==> src/rtl/char_pkg.sv <==
// Shared ASCII constants and the byte normalisation function for the
// char_stream_normalizer and the begin/end nesting checker.
package char_pkg;

  localparam logic [7:0] ASCII_SP   = 8'h20;
  localparam logic [7:0] ASCII_TAB  = 8'h09;
  localparam logic [7:0] ASCII_LF   = 8'h0A;
  localparam logic [7:0] ASCII_CR   = 8'h0D;
  localparam logic [7:0] ASCII_QM   = 8'h3F;
  localparam logic [7:0] ASCII_DEL  = 8'h7F;
  localparam logic [7:0] ASCII_UC_A = 8'h41;
  localparam logic [7:0] ASCII_UC_Z = 8'h5A;
  localparam logic [7:0] CASE_OFS   = 8'h20;

  function automatic logic is_ws_ctrl(input logic [7:0] b);
    return (b == ASCII_TAB) || (b == ASCII_LF) || (b == ASCII_CR);
  endfunction

  // Control characters other than tab/LF/CR, plus DEL and the upper half.
  function automatic logic is_bad_byte(input logic [7:0] b);
    return ((b < ASCII_SP) && !is_ws_ctrl(b)) || (b >= ASCII_DEL);
  endfunction

  function automatic logic [7:0] normalise_byte(input logic [7:0] b);
    if ((b >= ASCII_UC_A) && (b <= ASCII_UC_Z)) return b + CASE_OFS;
    else if (is_ws_ctrl(b))                     return ASCII_SP;
    else if (is_bad_byte(b))                    return ASCII_QM;
    else                                        return b;
  endfunction

endpackage

==> src/rtl/char_stream_normalizer_if.sv <==
// Byte stream with valid/ready handshake; master drives valid/data.
interface char_stream_normalizer_if;
  logic       valid;
  logic [7:0] data;
  logic       ready;

  modport master (output valid, output data, input ready);
  modport slave  (input valid, input data, output ready);
endinterface

==> src/rtl/char_fifo.sv <==
// First-word-fall-through byte FIFO with occupancy count; DEPTH must be a
// power of two so the pointers wrap by natural overflow.
module char_fifo #(
  parameter int DEPTH = 8,
  parameter int CNT_W = $clog2(DEPTH) + 1
) (
  input  logic             clk,
  input  logic             reset_n,
  input  logic             push,
  input  logic [7:0]       wdata,
  input  logic             pop,
  output logic [7:0]       rdata,
  output logic             full,
  output logic             empty,
  output logic [CNT_W-1:0] count
);

  localparam int PTR_W = $clog2(DEPTH);

  logic [7:0]       mem [DEPTH];
  logic [PTR_W-1:0] wr_ptr;
  logic [PTR_W-1:0] rd_ptr;
  logic             do_push;
  logic             do_pop;

  assign full    = (count == CNT_W'(DEPTH));
  assign empty   = (count == '0);
  assign do_push = push && !full;
  assign do_pop  = pop && !empty;
  assign rdata   = empty ? 8'h00 : mem[rd_ptr];

  always_ff @(posedge clk or negedge reset_n) begin
    if (!reset_n) begin
      wr_ptr <= '0;
      rd_ptr <= '0;
      count  <= '0;
    end else begin
      if (do_push) wr_ptr <= wr_ptr + 1'b1;
      if (do_pop)  rd_ptr <= rd_ptr + 1'b1;
      case ({do_push, do_pop})
        2'b10:   count <= count + 1'b1;
        2'b01:   count <= count - 1'b1;
        default: count <= count;
      endcase
    end
  end

  // Storage carries no reset; rdata is gated by empty instead.
  always_ff @(posedge clk) begin
    if (do_push) mem[wr_ptr] <= wdata;
  end

endmodule

==> src/rtl/char_stream_normalizer.sv <==
// Case-folds, maps whitespace and collapses repeated spaces on a byte stream
// feeding the nesting checker. Define CHAR_NORM_STATS_EN to add drop_cnt.
module char_stream_normalizer
  import char_pkg::*;
#(
  parameter int DEPTH = 8,
  parameter int CNT_W = 4
) (
  input  logic                     clk,
  input  logic                     reset_n,
  char_stream_normalizer_if.slave  in_if,
  char_stream_normalizer_if.master out_if,
`ifdef CHAR_NORM_STATS_EN
  output logic [15:0]              drop_cnt,
`endif
  output logic                     bad_char
);

  logic             fifo_full;
  logic             fifo_empty;
  logic [CNT_W-1:0] fifo_count;
  logic [7:0]       fifo_rdata;
  logic [7:0]       norm;
  logic             accept;
  logic             drop;
  logic             last_sp;

  assign in_if.ready  = !fifo_full;
  assign accept       = in_if.valid && in_if.ready;
  assign norm         = normalise_byte(in_if.data);
  assign drop         = (norm == ASCII_SP) && last_sp;
  assign out_if.valid = !fifo_empty;
  assign out_if.data  = fifo_rdata;

  // last_sp starts high so whitespace at the start of a stream is dropped.
  always_ff @(posedge clk or negedge reset_n) begin
    if (!reset_n) begin
      last_sp  <= 1'b1;
      bad_char <= 1'b0;
    end else if (accept) begin
      last_sp <= (norm == ASCII_SP);
      if (is_bad_byte(in_if.data)) bad_char <= 1'b1;
    end
  end

`ifdef CHAR_NORM_STATS_EN
  always_ff @(posedge clk or negedge reset_n) begin
    if (!reset_n)                               drop_cnt <= '0;
    else if (accept && drop && (drop_cnt != 16'hFFFF)) drop_cnt <= drop_cnt + 16'd1;
  end
`endif

  char_fifo #(
    .DEPTH (DEPTH),
    .CNT_W (CNT_W)
  ) u_fifo (
    .clk     (clk),
    .reset_n (reset_n),
    .push    (accept && !drop),
    .wdata   (norm),
    .pop     (out_if.valid && out_if.ready),
    .rdata   (fifo_rdata),
    .full    (fifo_full),
    .empty   (fifo_empty),
    .count   (fifo_count)
  );

  a_empty_count: assert property (@(posedge clk) disable iff (!reset_n)
    fifo_empty == (fifo_count == '0));

endmodule

==> src/flat_wrapper.sv <==
// flat-port wrapper written by rule: the top's interface ports become plain ports
module char_stream_normalizer_flat import char_pkg::*;
#(
  parameter int DEPTH = 8,
  parameter int CNT_W = 4
)
  (clk, reset_n, bad_char, in_if_valid, in_if_data, in_if_ready, out_if_valid, out_if_data, out_if_ready);
  char_stream_normalizer_if in_if_i ();
  char_stream_normalizer_if out_if_i ();
  input  logic clk;
  input  logic reset_n;
  output logic bad_char;
  input wire logic [$bits(in_if_i.valid)-1:0] in_if_valid;
  input wire logic [$bits(in_if_i.data)-1:0] in_if_data;
  output wire logic [$bits(in_if_i.ready)-1:0] in_if_ready;
  output wire logic [$bits(out_if_i.valid)-1:0] out_if_valid;
  output wire logic [$bits(out_if_i.data)-1:0] out_if_data;
  input wire logic [$bits(out_if_i.ready)-1:0] out_if_ready;
  assign in_if_i.valid = in_if_valid;
  assign in_if_i.data = in_if_data;
  assign in_if_ready = in_if_i.ready;
  assign out_if_valid = out_if_i.valid;
  assign out_if_data = out_if_i.data;
  assign out_if_i.ready = out_if_ready;
  char_stream_normalizer #(.DEPTH(DEPTH), .CNT_W(CNT_W)) u_core (.clk(clk), .reset_n(reset_n), .in_if(in_if_i), .out_if(out_if_i), .bad_char(bad_char));
endmodule
==> config.mk <==
export PLATFORM = sky130hd
export DESIGN_NAME = char_stream_normalizer_flat
export DESIGN_NICKNAME = d
export VERILOG_FILES = /design/src/rtl/char_pkg.sv /design/src/rtl/char_stream_normalizer_if.sv /design/src/rtl/char_fifo.sv /design/src/rtl/char_stream_normalizer.sv /design/src/flat_wrapper.sv
export SDC_FILE = /design/constraint.sdc
export NUM_CORES = 1
export LEC_CHECK = 0
export BUFFER_PORTS_ARGS = -buffer_cell sky130_fd_sc_hd__buf_4
export CORE_MARGIN = 1.5
export CORE_UTILIZATION = 50
export DETAILED_ROUTE_END_ITERATION = 8
export HOLD_SLACK_MARGIN = 0.03
export PLACE_DENSITY = 0.67
export SLEW_MARGIN = 0
export SYNTH_ARGS = -nofsm -noshare
export SYNTH_HDL_FRONTEND = slang
export SYNTH_SLANG_ARGS = --single-unit
==> constraint.sdc <==
create_clock -name clk -period 7.5 [get_ports clk]
set_input_delay 0.75 -clock clk [delete_from_list [all_inputs] [get_ports clk]]
set_output_delay 0.75 -clock clk [all_outputs]
set_load 0.005 [all_outputs]
Word-level counts from Yosys, hierarchy flattened
Memory sizes are Yosys's and may differ from the RTL's.
Cells that the tools add are included.
{ "totals": {"register_bits": 12, "mem_bits_rw": 64, "out_inout_bits": 11, "wordCells": 47, "mem_count": 1} }
{ "op_classes": {"n_addsub": 5, "magnitude_cmp": 4, "eq_ne": 7, "mux": 7, "n_reduce_logical": 18} }
{ "mem_list": {"columns": ["name", "words", "width", "rd", "rd_ports_with_merged_regs", "wr", "line", "text"], "rows": [
  ["u_core.u_fifo.mem", 8, 8, 1, 0, 1, "char_fifo.sv:20", "logic [7:0] mem [DEPTH];"]
]} }
{ "ops": {"columns": ["cell", "count"], "rows": [
  ["8-bit 2-to-1 mux", 4],
  ["8-bit by 4-bit == test with 1-bit output (second input constant)", 3],
  ["8-bit by 7-bit >= comparator with 1-bit output (second input constant)", 2],
  ["8-bit by 6-bit adder with 8-bit output (second input constant)", 1],
  ["8-bit by 6-bit == test with 1-bit output (second input constant)", 1],
  ["8-bit by 7-bit <= comparator with 1-bit output (second input constant)", 1],
  ["1-bit logical AND", 8],
  ["8-bit by 6-bit less-than comparator with 1-bit output (second input constant)", 1],
  ["4-bit one-hot mux with 2 select lines", 1],
  ["3-bit by 1-bit adder with 3-bit output (second input constant)", 2],
  ["4-bit by 1-bit adder with 4-bit output (second input constant)", 1],
  ["4-bit == test (second input constant)", 1],
  ["1-bit logical NOT", 4],
  ["4-bit logical NOT", 1],
  ["4-bit by 1-bit subtractor with 4-bit output (second input constant)", 1],
  ["1-bit logical OR", 3],
  ["2-bit by 1-bit == test with 1-bit output (second input constant)", 1],
  ["2-bit == test (second input constant)", 1],
  ["1-bit 2-to-1 mux", 2],
  ["2-bit AND reduction", 1],
  ["2-bit nonzero test", 1]
]} }

Logic depth before layout (Yosys ltp)
{ "logic_depth": {"word_depth": 16, "mapped_depth": 14, "mapped_depth_nobuf": 14} }

Cells and area by module
A second synthesis with hierarchy kept.
{ "hier_totals": {"cells_unflattened": 207, "area_unflattened_um2": 3387.0} }
{ "modules_own_cells": {"columns": ["module", "n_inst", "cells_each", "area_per_inst_um2"], "rows": [
  ["char_fifo", 1, 162, 3039.2],
  ["char_stream_normalizer", 1, 45, 347.8]
]} }

Worst setup path after synthesis
Ideal clock, no wire load.
{ "synth_path": {"path_kind": "in2reg", "start": "in in_if_data[0]", "end": "reg u_core.u_fifo.count[3]", "setup_ps": 125, "arrival_time_ps": 2964, "required_time_ps": 7375, "setup_slack_ps": 4411, "cell_stages": 12, "cell_sequence": "or4_4 -> o21ai_2 -> o21bai_2 -> a31oi_4 -> inv_4 -> ha_1 -> ha_1 -> a21o_1 -> a21oi_1 -> xnor2_1 -> nor2_1 -> xor2_1"} }
{ "synth_via": {"elab_chain_len": 16} }
{ "synth_rtl": {"columns": ["element", "line", "text"], "rows": [
  ["from (decl)", "flat_wrapper.sv:14", "input wire logic [$bits(in_if_i.data)-1:0] in_if_data;"],
  ["parallel branches: the longest is 8 deep, another holds 8-bit by 6-bit less-than comparator with 1-bit output", null, null],
  ["8-bit 2-to-1 mux (*)", "char_pkg.sv:25", "if ((b >= ASCII_UC_A) && (b <= ASCII_UC_Z)) return b + CASE_OFS;"],
  ["8-bit by 6-bit == test with 1-bit output (*)", "char_stream_normalizer.sv:31", "assign drop = (norm == ASCII_SP) && last_sp;"],
  ["1-bit logical AND (*)", "char_stream_normalizer.sv:31", null],
  ["1-bit logical NOT (*)", "char_stream_normalizer.sv:59", ".push (accept && !drop),"],
  ["1-bit logical AND (*)", "char_stream_normalizer.sv:59", null],
  ["1-bit logical AND (*)", "char_fifo.sv:28", "assign do_push = push && !full;"],
  ["2-bit by 1-bit == test with 1-bit output / 2-bit == test (equally long branches)", "char_fifo.sv:40", "case ({do_push, do_pop})"],
  ["4-bit one-hot mux with 2 select lines / 2-bit nonzero test (equally long branches)", null, null],
  ["to (signal assigned)", "char_fifo.sv:41", "2'b10: count <= count + 1'b1;"],
  ["to (signal assigned)", "char_fifo.sv:42", "2'b01: count <= count - 1'b1;"],
  ["to (signal assigned)", "char_fifo.sv:43", "default: count <= count;"],
  ["to (decl)", "char_fifo.sv:15", "output logic [CNT_W-1:0] count"]
]} }
Mark *: on every way between the ends.
A chain may end at the register's enable or synchronous reset.

Final worst setup path
{ "layout_path": {"start": "reg u_core.u_fifo.count[0]", "end": "reg u_core.u_fifo.count[3]"} }
{ "layout_lines": {"columns": ["element", "line", "text"], "rows": [
  ["4-bit logical NOT (*)", "char_fifo.sv:27", "assign empty = (count == '0);"],
  ["1-bit logical NOT (*)", "char_fifo.sv:29, char_stream_normalizer.sv:32", null],
  ["1-bit logical AND", "char_stream_normalizer.sv:61", ".pop (out_if.valid && out_if.ready),"],
  ["1-bit logical AND (*)", "char_fifo.sv:29", "assign do_pop = pop && !empty;"],
  ["net u_core.u_fifo.do_pop", "char_fifo.sv:24", "logic do_pop;"],
  ["2-bit by 1-bit == test with 1-bit output / 2-bit == test (equally long branches)", "char_fifo.sv:40", null],
  ["4-bit one-hot mux with 2 select lines / 2-bit nonzero test (equally long branches)", null, null]
]} }
The timed path passes the listed nets; every way through them passes the cells marked *.

==> key figures <==
Outcome
  • Run status: complete, no violations

STA
  • Fin. Hold Viols: 0
  • RSZ-0062 raised after global routing: false
  • Fmax: about 0.3 GHz
  • Tmin final: 3.285 ns
  • Final Skew: 0.008064 ns
  • Worst rel slew slack: 0.1302
  • Worst slew pin tran: 1.294 ns
  • Final Cycle Share: 0.4380
  • Endpoints failing setup: 0
  • Slew Limit Fails: 0
  • TNS Setup: 0 ns

Global route
  • M3 GR Usage: 0.04427
  • Vias in the first global route: 1,852
  • Met1 usage in global routing: 0.2633
  • First-pass GRT wire length: 10,130 µm
  • Met2 GRT Util: 0.3071
  • Initial antenna violation count: 0
  • GRT Max-Usage Layer: met2
  • Pin count of the biggest net entering global routing: 19
  • GRT Total Usage: 0.1918
  • Grt ovf: 0

CTS
  • CTS resizes: 0
  • Root Driver: clkbuf_8
  • CTS hold repair buffers: 0
  • H-tree depth: 3
  • CTS tree: yes
  • Clock sink count: 76
  • Max Root-Sink Buffers: 2
  • Worst-Skew Late Latency: 0.34 ns
  • Setup Fix Bufs, Post-CTS: 0
  • CTS Buf Count: 9
  • Clock transition at path regs: ~0.08 ns

Worst hold path
  • Worst min-delay path class: input port to async pin

Route
  • Routed Antenna Nets: 0
  • Vias: 1,831
  • Remaining DRCs: 0
  • Drt initial violations: 121
  • Pre-antenna DRT Iters: 4
  • Number of vias per cell: just under 6
  • WL per Instance: 20.66 µm
  • Routed wire length: approximately 6400 µm

Logic synthesis
  • Share of the yosys chip area belonging to registers: 0.6485
  • Post-synth EDFFs: 64
  • Synth area leaders: edfxtp_1 (56%), mux4_2 (11%), dfrtp_1 (8.0%), mux2i_1 (2.6%), ha_1 (2.6%)
  • Syn_area_per_cell: 17.06 µm²
  • Async SR Flop Fraction: 0.1579
  • Synth cell count leaders: edfxtp_1 (64), mux4_2 (16), nor2_1 (13)
  • Ys Warns: 0
  • Area leader, netlist: edfxtp_1
  • Mapped Cells: between 200 and 250
  • Synth unique cells: 48
  • Top-count cell post-synth: edfxtp_1
  • Syn_nets: 221
  • Share of the synthesized area in the top cell type: 0.5606
  • Predominant post-synthesis flop cell: edfxtp_1
  • Synthesis-stage register bit count: 76
  • Post-Synthesis Cell Area: 0.003428 mm²

Place
  • IO Port Bufs: 22
  • Dpl cell area: 0.003686 mm²
  • GPL Wtd Cong: 0.8597
  • HPWL after detailed placement: 4214 µm
  • Post-placement cell count: 295

Power
  • PwrDens: 362.6 mW/mm²
  • Worst vdd ir: about 0.20 mV
  • Pleak: 0.001369 µW

Floorplanning
  • Starting density of the core: 0.5278
  • Core footprint: 0.006495 mm²
  • Die Ht: 85.81 µm
  • IO Count: 23
  • Die area: 0.007363 mm²
  • Die Wd: 85.81 µm
  • Rows: 29

Finish
  • Layout Cells excl Fill: 311
  • NumNets Final: 249
  • Util after Layout: 0.6028
  • Fillers: 487
  • Fraction of layout cells with a size suffix above 1: 0.3333
  • Post-route cell area: 0.003915 mm²
  • Area grow syn2layout: 14.20%
  • Multi-input combinational cell area: 0.001157 mm²
  • Register cell area after layout: 0.002223 mm²
  • # diodes: 0

Worst setup path
  • Slowest cell on the critical path: nor4_2
  • Critical Path Start Type: flip-flop
  • Setup CP Type: flip-flop to flip-flop
  • Setup crit end kind: flip-flop
  • Arrival @ worst endpoint: 3.51 ns
  • Worst-path fanout max: 10
  • Crit-path cells: nor4_2 -> nor2b_1 -> ha_1 -> ha_1 -> a21o_1 -> a21oi_1 -> xnor2_1 -> nor2_1 -> xor2_1
  • CP required: ~7.7 ns
  • Slowest cell delay on critical path: ~1.1 ns
  • Most frequent CP cell: ha_1

Run
  • Max-cap violation count: 0
## per-layer routing
metal,part of all wire,vias to the layer above
met5,0,-
met4,0.0045,0
met3,0.051,4
met2,0.50,61
met1,0.45,918
li1,-,848
## path summary, 6_finish.rpt
check	startpoint	to	slack, ns	depth (start not counted)
max in group asynchronous	reset_n	u_core.last_sp	7.04	1
min reg2reg	u_core.bad_char	u_core.bad_char	0.49	1
min in group clk	u_core.bad_char	u_core.bad_char	0.49	1
max reg2reg	u_core.u_fifo.count[0]	u_core.u_fifo.count[3]	4.22	9
max	u_core.u_fifo.count[0]	u_core.u_fifo.count[3]	4.22	9
min	reset_n	u_core.u_fifo.wr_ptr[0]	0.23	1
## registers in the layout (all words and copies together), names as in the netlist
name                  cells
u_core.u_fifo.count       4
u_core.u_fifo.wr_ptr      3
u_core.u_fifo.rd_ptr      3
u_core.bad_char           1
u_core.u_fifo.mem        64
u_core.last_sp            1
## where the power goes
group / internal [µW] / switching (µW) / leakage, µW
Sequential: 539 / 116 / 0.000700
Combinational: 243 / 168 / 0.000556
Clock: 193 / 160 / 0.000113
## per-stage QoR
stage / setup WS [ns] / total power, µW / hold slack, ns
after global placement: 4.129 / 1060 / 0.4606
final: 4.215 / 1420 / 0.2328
after detailed placement: 4.025 / 1082 / 0.4606
after global routing: 4.028 / 1495 / 0.2266
after CTS: 4.113 / 1433 / 0.2246
after floorplan: 4.411 / 922.6 / 0.4544
## cell type report
class / instances / share of cell area
clock inverters: 7 / 0.02685
multi-input cells: 111 / 0.2956
well taps: 77 / 0.02461
flip-flops and latches: 76 / 0.5679
inverters: 7 / 0.007351
repair buffers: 24 / 0.04602
clock buffers: 9 / 0.03164
## cell usage in the layout, fill, tap and decap left out, types with 2 or more instances in the layout
master      n
o21a_1      4
xnor2_1     5
nand2_1    10
a21oi_1     2
inv_1       6
nor2b_1     2
xor2_1      4
bufinv_16   2
mux2i_1     9
o21ai_0     3
ha_1        7
edfxtp_1   64
buf_4      24
dfrtp_1    11
clkbuf_8    9
mux2_2      2
nor3_1      2
nor4b_2     2
inv_6       3
mux4_2     16
nor2_1     13
nand3_1     4
## worst max-delay path: cells and delay by family (launching register included)
family,cells,cell delay [ns]
fa+ha+maj,2,0.61
simple gates,3,1.45
compound gates,2,0.36
xor+xnor,2,0.28
flops,1,0.45
## logic make-up (layout without fill, tap and decap cells)
| family | Yosys count | count (layout) | synth area share |
|---|---|---|---|
| flops | 76 | 76 | 0.6485 |
| simple gates | 44 | 44 | 0.08103 |
| mux | 27 | 27 | 0.1380 |
| compound gates | 23 | 23 | 0.06132 |
| buf+inv | 14 | 47 | 0.01679 |
| xor+xnor | 9 | 9 | 0.02299 |
| fa+ha+maj | 8 | 8 | 0.03139 |
Note: power is estimated with default switching activity, not from simulation.
